--- src/rtl/frac_period_meter.sv ---
// Measures the period of an asynchronous pulse train over a 2^FSZE-period window and reports the
// windowed sum plus a clamped fractional offset from a nominal integer period N.
module frac_period_meter #(
    parameter int unsigned WIDTH = 17,
    parameter int unsigned FSZE  = 3
) (
    input  logic                  sys_clk,
    input  logic                  sync_rst_n,
    input  logic                  pulse_in,
    input  logic [WIDTH-1:0]      N,
    output logic [WIDTH+FSZE-1:0] period_sum,
    output logic [WIDTH-1:0]      mf,
    output logic                  meas_valid,
    output logic                  mf_sat,
    output logic                  timeout,
    output logic                  locked
);

    localparam int unsigned SW = WIDTH + FSZE;
    localparam int unsigned MW = WIDTH + FSZE + 2;

    localparam logic [WIDTH-1:0] CntMax  = '1;
    localparam logic [FSZE-1:0]  WinLast = '1;

    localparam logic signed [MW-1:0] MfMax = {{(FSZE+3){1'b0}}, {(WIDTH-1){1'b1}}};
    localparam logic signed [MW-1:0] MfMin = {{(FSZE+3){1'b1}}, {(WIDTH-1){1'b0}}};

    localparam logic StArm = 1'b0;
    localparam logic StAcc = 1'b1;

    logic [2:0]       sync_q;
    logic             edge_det;
    logic             state_q, state_d;
    logic [WIDTH-1:0] cnt_q, cnt_d;
    logic [SW-1:0]    acc_q, acc_d;
    logic [FSZE-1:0]  win_q, win_d;
    logic [SW-1:0]    period_sum_q, period_sum_d;
    logic [WIDTH-1:0] mf_q, mf_d;
    logic             valid_q, valid_d;
    logic             sat_q, sat_d;
    logic             timeout_q, timeout_d;
    logic             locked_q, locked_d;

    logic [SW-1:0]           sum;
    logic signed [MW-1:0]    diff;

    // Two synchronizer stages, the third flop only serves rising-edge detection.
    assign edge_det = sync_q[1] & ~sync_q[2];

    assign sum  = acc_q + SW'(cnt_q);
    assign diff = signed'({2'b00, sum}) - signed'({2'b00, N, {FSZE{1'b0}}});

    always_comb begin
        state_d      = state_q;
        cnt_d        = cnt_q;
        acc_d        = acc_q;
        win_d        = win_q;
        period_sum_d = period_sum_q;
        mf_d         = mf_q;
        sat_d        = sat_q;
        locked_d     = locked_q;
        valid_d      = 1'b0;
        timeout_d    = 1'b0;

        case (state_q)
            StArm: begin
                cnt_d = '0;
                if (edge_det) begin
                    state_d = StAcc;
                    cnt_d   = WIDTH'(1);
                    acc_d   = '0;
                    win_d   = '0;
                end
            end
            StAcc: begin
                // An edge coinciding with the counter limit is a valid period, not a timeout.
                if (edge_det) begin
                    cnt_d = WIDTH'(1);
                    win_d = win_q + 1'b1;
                    if (win_q == WinLast) begin
                        acc_d        = '0;
                        period_sum_d = sum;
                        valid_d      = 1'b1;
                        locked_d     = 1'b1;
                        if (diff > MfMax) begin
                            mf_d  = MfMax[WIDTH-1:0];
                            sat_d = 1'b1;
                        end else if (diff < MfMin) begin
                            mf_d  = MfMin[WIDTH-1:0];
                            sat_d = 1'b1;
                        end else begin
                            mf_d  = diff[WIDTH-1:0];
                            sat_d = 1'b0;
                        end
                    end else begin
                        acc_d = sum;
                    end
                end else if (cnt_q == CntMax) begin
                    state_d   = StArm;
                    cnt_d     = '0;
                    acc_d     = '0;
                    win_d     = '0;
                    timeout_d = 1'b1;
                    locked_d  = 1'b0;
                end else begin
                    cnt_d = cnt_q + 1'b1;
                end
            end
            default: state_d = StArm;
        endcase
    end

    always_ff @(negedge sys_clk) begin
        if (!sync_rst_n) begin
            sync_q       <= '0;
            state_q      <= StArm;
            cnt_q        <= '0;
            acc_q        <= '0;
            win_q        <= '0;
            period_sum_q <= '0;
            mf_q         <= '0;
            valid_q      <= 1'b0;
            sat_q        <= 1'b0;
            timeout_q    <= 1'b0;
            locked_q     <= 1'b0;
        end else begin
            sync_q       <= {sync_q[1:0], pulse_in};
            state_q      <= state_d;
            cnt_q        <= cnt_d;
            acc_q        <= acc_d;
            win_q        <= win_d;
            period_sum_q <= period_sum_d;
            mf_q         <= mf_d;
            valid_q      <= valid_d;
            sat_q        <= sat_d;
            timeout_q    <= timeout_d;
            locked_q     <= locked_d;
        end
    end

    assign period_sum = period_sum_q;
    assign mf         = mf_q;
    assign meas_valid = valid_q;
    assign mf_sat     = sat_q;
    assign timeout    = timeout_q;
    assign locked     = locked_q;

endmodule

--- config.mk ---
export PLATFORM = sky130hd
export DESIGN_NAME = frac_period_meter
export DESIGN_NICKNAME = d
export VERILOG_FILES = /design/src/rtl/frac_period_meter.sv
export SDC_FILE = /design/constraint.sdc
export NUM_CORES = 1
export LEC_CHECK = 0
export ABC_AREA = 0
export ABC_CLOCK_PERIOD_IN_PS = 8000
export CAP_MARGIN = 0
export CORE_ASPECT_RATIO = 0.75
export CORE_MARGIN = 1.5
export CORE_UTILIZATION = 61
export CTS_CLUSTER_DIAMETER = 60
export DETAILED_ROUTE_END_ITERATION = 7
export GPL_TIMING_DRIVEN = 1
export PLACE_DENSITY_LB_ADDON = 0.3
export SLEW_MARGIN = 15
export SYNTH_ARGS = -nofsm -noshare
export SYNTH_HDL_FRONTEND = slang
export SYNTH_SLANG_ARGS = --single-unit
--- constraint.sdc ---
create_clock -name sys_clk -period 8 [get_ports sys_clk]
set_input_delay 2 -clock sys_clk [delete_from_list [all_inputs] [get_ports sys_clk]]
set_output_delay 2 -clock sys_clk [all_outputs]
set_load 0.02 [all_outputs]
-- Word-level counts from Yosys, hierarchy flattened
Index checks and enable logic that the tools add are counted.
- memories: 0
- bits in latches: 0
- register bits after elaboration: 85
- bits of input ports: 20
- bits in read-only memories: 0
- memory bits (writable): 0
- $mul: 0
- reductions and logical operators: 6
- div/mod/pow operators: 0
- equality and inequality tests: 5
- muxes and demuxes: 26
- $add $sub $neg: 4
- shift-type cells: 0
- bitwise operators: 4
- order comparisons: 2
- operators by type and width (operator ; number):
    2-to-1 mux 20 bit ; 4
    2-to-1 mux 17 bit ; 4
    one-hot mux 20 bit (2 select lines) ; 1
    one-hot mux 17 bit (2 select lines) ; 1
    greater-than comparator 21 x 17 -> 1 bit (second input constant) ; 1
    < comparator 21 x 17 -> 1 bit (second input constant) ; 1
    subtractor 20 x 20 -> 21 bit ; 1
    adder 20 x 17 -> 20 bit ; 1
    adder 17 x 1 -> 17 bit (second input constant) ; 1
    equality test 17 bit (second input constant) ; 1
    2-to-1 mux 1 bit ; 11
    2-to-1 mux 3 bit ; 3
    AND reduction 3 bit ; 3
    one-hot mux 3 bit (2 select lines) ; 1
    adder 3 x 1 -> 3 bit (second input constant) ; 1
    equality test 3 bit (second input constant) ; 1
    != test 3 x 2 -> 1 bit (second input constant) ; 1
    NOT 1 bit ; 3
    OR reduction 3 bit ; 1
    != test 2 x 1 -> 1 bit (second input constant) ; 1
    != test 2 bit (second input constant) ; 1
    one-hot mux 1 bit (2 select lines) ; 1
    AND reduction 2 bit ; 1
    nonzero test 2 bit ; 1
    bitwise AND 1 bit ; 1

-- Logic depth before layout (Yosys ltp)
- word-level depth: 5
- gate-level depth with buffers: 22

==> reports/qor.log <==
[run_status] status finished, violations left
[run_status] failing checks negative setup slack
[clock_network] number of buffers created by CTS 9
[grt] via count of the first global-routing pass 6085
[logic_synthesis] Netlist cell types 65
[setup_path] Slowest Stage Delay on Critical Path 0.51 ns
[logic_synthesis] multiplexer share of the synthesized area 0.00196
[sta] setup repair after global routing missed its margin yes
[clock_network] clock transition at the register clock pins on the worst setup and hold paths after CTS 0.04 ns
[floorplanning] die extent in y 82.2 um
[grt] initial antenna violation count 0
[clock_network] CTS HTree Levels 3
[floorplanning] Core Rows 28
[layout] final core utilization 0.885
[routing] residual antenna-violating net count after detailed routing 0
[flow_run] Max-cap violations 0
[sta] final-report setup violation count 17
[logic_synthesis] Post-Synth XOR/XNOR Area 0.0653
[logic_synthesis] adder-cell share of the synthesized area 0.101
[logic_synthesis] post-synthesis async set-or-reset flop share 0
[sta] slew at the pin with the worst max-slew slack 1.04 ns
[setup_path] arrival time worst endpoint 4.39 ns
[placement] placed cell count 817
[routing] count of vias placed by the detailed router 6027
[hold_path] path class of the lowest-slack min-delay path reg2reg
[logic_synthesis] synth cell count leaders dfxtp_1 (85), nor2_1 (72), nand2_1 (59), a21oi_1 (43), o21ai_0 (41)
[placement] cell area reported after detailed placement 6130 sq um
[placement] RD Place Congestion 0.923
[floorplanning] area of the core region 7990 sq um
[logic_synthesis] top-area cell type share of the netlist area 0.334
[routing] via density per instance 6.47
[logic_synthesis] number of nets in the synthesized netlist 693
[logic_synthesis] instance count of the mapped netlist 633
[placement] Post-Place Worst Slack -0.798 ns
[floorplanning] initial standard-cell utilization of the core 0.638
[sta] Slew HR 0.306
[setup_path] Worst Path Buf+Inv 4
[power_and_ir_drop] internal portion of total power 659 uW
[sta] Max Clock Skew 0.0517 ns
[logic_synthesis] simple logic cell fraction of the synthesized area 0.216
[logic_synthesis] cell type contributing the most total cell area after synthesis dfxtp_1
[layout] post-synthesis to final-layout area growth 38.7%
[logic_synthesis] mapped cell area 5100 sq um
[logic_synthesis] flip-flop cell with the highest count after synthesis dfxtp_1
[grt] routing usage on met2 0.701
[clock_network] CTS Root Cell clkbuf_8
[power_and_ir_drop] share of total power consumed by net switching 0.348
[power_and_ir_drop] total net switching power 352 uW
[setup_path] CP max FO 8
[clock_network] clock sinks 85
[grt] leftover overflow at the end of global routing 0
[setup_path] Worst setup EP type register
[logic_synthesis] Yosys reg bits 85
[power_and_ir_drop] leakage dissipation 0.00316 uW
[floorplanning] Chip Width 109 um
[logic_synthesis] top post-synthesis cells by area dfxtp_1 (33%), ha_1 (9.3%), nor2_1 (5.3%)
[power_and_ir_drop] fraction of power consumed by combinational cells 0.073
[setup_path] Slowest-stage cell, CP clkdlybuf4s50_1
[power_and_ir_drop] proportion of power drawn by the clock network 0.503
[logic_synthesis] largest family of logic cells by synthesized area compound AO/OA/AOI/OAI gates
[sta] Post-Route Setup TNS -1.18 ns
[logic_synthesis] warning count from the yosys run 0
[logic_synthesis] fraction of the mapped netlist area in compound gates 0.233
[setup_path] worst path required time 4.29 ns
[logic_synthesis] syn avg cell area 8.05 sq um
[layout] Antenna diodes 0
[setup_path] most frequent cell on the critical path buf_6
[grt] total routing resource utilization after global routing 0.419
[routing] Iter 0 DRT Violations 676
[grt] largest net degree at the start of global routing 42
[logic_synthesis] portion of the post-synthesis area used by sequential elements 0.334
[layout] area of all placed cells without fillers 7070 sq um
[clock_network] clock tree from TritonCTS done
[layout] Final #Nets 882
[routing] residual DRC count 0
[grt] global-route wire length before repair 28.6 mm
[sta] final-report max-slew violation count 0
[layout] share of cells above drive strength 1 0.181
[power_and_ir_drop] power per cell area 143 nW/um^2
[routing] routed wirelength normalized by instance count 19.7 um
[logic_synthesis] most numerous cell in the Yosys netlist dfxtp_1
[clock_network] maximum root-to-sink buffer count 2
[sta] worst path setup slack after routing -0.0988 ns
[placement] dpl hpwl 9.69 mm
[logic_synthesis] EDFF count, synth 0
[routing] number of search-and-repair iterations in the first detailed-routing pass 7
[floorplanning] die outline area 8920 sq um
[clock_network] number of buffers added to fix hold violations after cts 0
[sta] number of failing hold endpoints at the final stage 0
[power_and_ir_drop] maximum ir drop on the vdd rail 0.308 mV
[clock_network] source-to-sink clock delay at the later pin of the worst-skew pair 0.45 ns
[layout] final instance count without filler cells 932
[grt] GR met1 Demand/Resource 0.450
[routing] total wire length after detailed routing 18.4 mm
[setup_path] launching element type of the critical path input port
[power_and_ir_drop] sequential power share 0.423
[floorplanning] ports placed on the boundary 61
[grt] met3 capacity usage during global routing 0.137
[placement] quantity of I/O buffers inserted on ports 60
[setup_path] critical path type in2reg
[grt] highest-utilization routing layer at the global route stage met2
[setup_path] Critical Path, Cell by Cell clkdlybuf4s50_1 -> inv_1 -> ha_1 -> nand2_1 -> o21ai_2 -> a31oi_4 -> buf_6 -> nand3_2 -> o311ai_4 -> o31ai_4 -> buf_6 -> o22ai_2
[setup_path] CP top delay family buffers and inverters
[metal layers]
metal  up-vias  share of wire
met4         0          0.064
met1      2806           0.38
met2       446           0.47
met5         -              0
li1       2629              -
met3       146          0.089
[flip-flops by register name, summed over array words and instances (netlist names)]
name        count
acc_q          20
cnt_q          17
locked          1
meas_valid      1
mf             17
mf_sat          1
period_sum     20
state_q         1
sync_q          3
timeout         1
win_q           3
[kinds of logic (layout without fill, tap and decap cells)]
family | Yosys count | in the layout
AND/OR/NAND/NOR | 226 | 226
AO/OA/AOI/OAI | 179 | 179
flip-flops | 85 | 85
buffers and inverters | 64 | 258
adder cells (fa/ha/maj) | 40 | 40
XOR/XNOR | 38 | 38
multiplexers | 1 | 1
[power by group through the flow]
stage	clock, uW	combinational [uW]	sequential (uW)
2_1_floorplan	65.1	31.9	434
3_3_place_gp	65.1	56.7	435
3_5_place_dp	65.1	58.6	435
4_1_cts	495	70.8	429
5_1_grt	555	78.0	427
6_report	509	74.1	428
[layout by cell type, fill, tap and decap left out, types with 10 or more instances in the layout]
cell type and count:
nand3_1 14, buf_4 55, ha_1 26, o22ai_2 14, xnor2_1 18, nor2_1 72
nand2_1 59, nand2b_1 15, a21o_1 11, ha_4 11, nor3_1 10, xor2_1 20
a21oi_1 40, a22oi_1 16, inv_1 112, dfxtp_1 85, o21ai_0 37, clkdlybuf4s50_1 51
[cell type report]
class	count	area, sq um
clock buffer	9	124
tap	105	131
inverter	35	131
sequential	85	1700
fill	368	917
clock inverter	92	380
multi-input combinational	484	3510
timing repair buffer	122	1090
[path summary, 6_finish.rpt]
| kind | start | endpoint | slack, ns | depth (start not counted) |
|---|---|---|---|---|
| min | sync_q[0] | sync_q[1] | 0.43 | 1 |
| max | N[10] | mf[11] | -0.1 | 12 |
| max reg2reg | cnt_q[0] | mf[11] | 2.84 | 21 |
| min reg2reg | sync_q[0] | sync_q[1] | 0.43 | 1 |
[worst reg2reg max path, stage by stage, from the launching register on]
cell and delay, ns:
dfxtp_1 0.44, ha_1 0.23, inv_1 0.07, fa_1 0.41
nand2b_1 0.19, a21oi_1 0.27, nor2_1 0.12, o21bai_1 0.45
o31ai_1 0.21, a211oi_1 0.53, nor2_1 0.11, xnor2_1 0.20
ha_2 0.33, a21o_1 0.21, a21oi_1 0.18, nor2b_1 0.09
nor3b_1 0.34, o21ai_4 0.12, nand3_4 0.14, a41oi_4 0.13
buf_6 0.20, o22ai_2 0.11
[repair_timing]
item,CTS,global route
endpoints found under the hold margin,0,0
cloned,2,0
pin swaps,41,17
buffers inserted,16,1
gates resized for setup,71,14
setup endpoints to repair,18,17
[metrics by stage]
stage                     total power (uW)  hold slack (ns)
after floorplan                        531            0.412
after global placement                 557            0.430
after detailed placement               559            0.429
after CTS                              995            0.440
after global routing                  1060            0.470
final                                 1010            0.434
(Power assumes the default switching activity.)
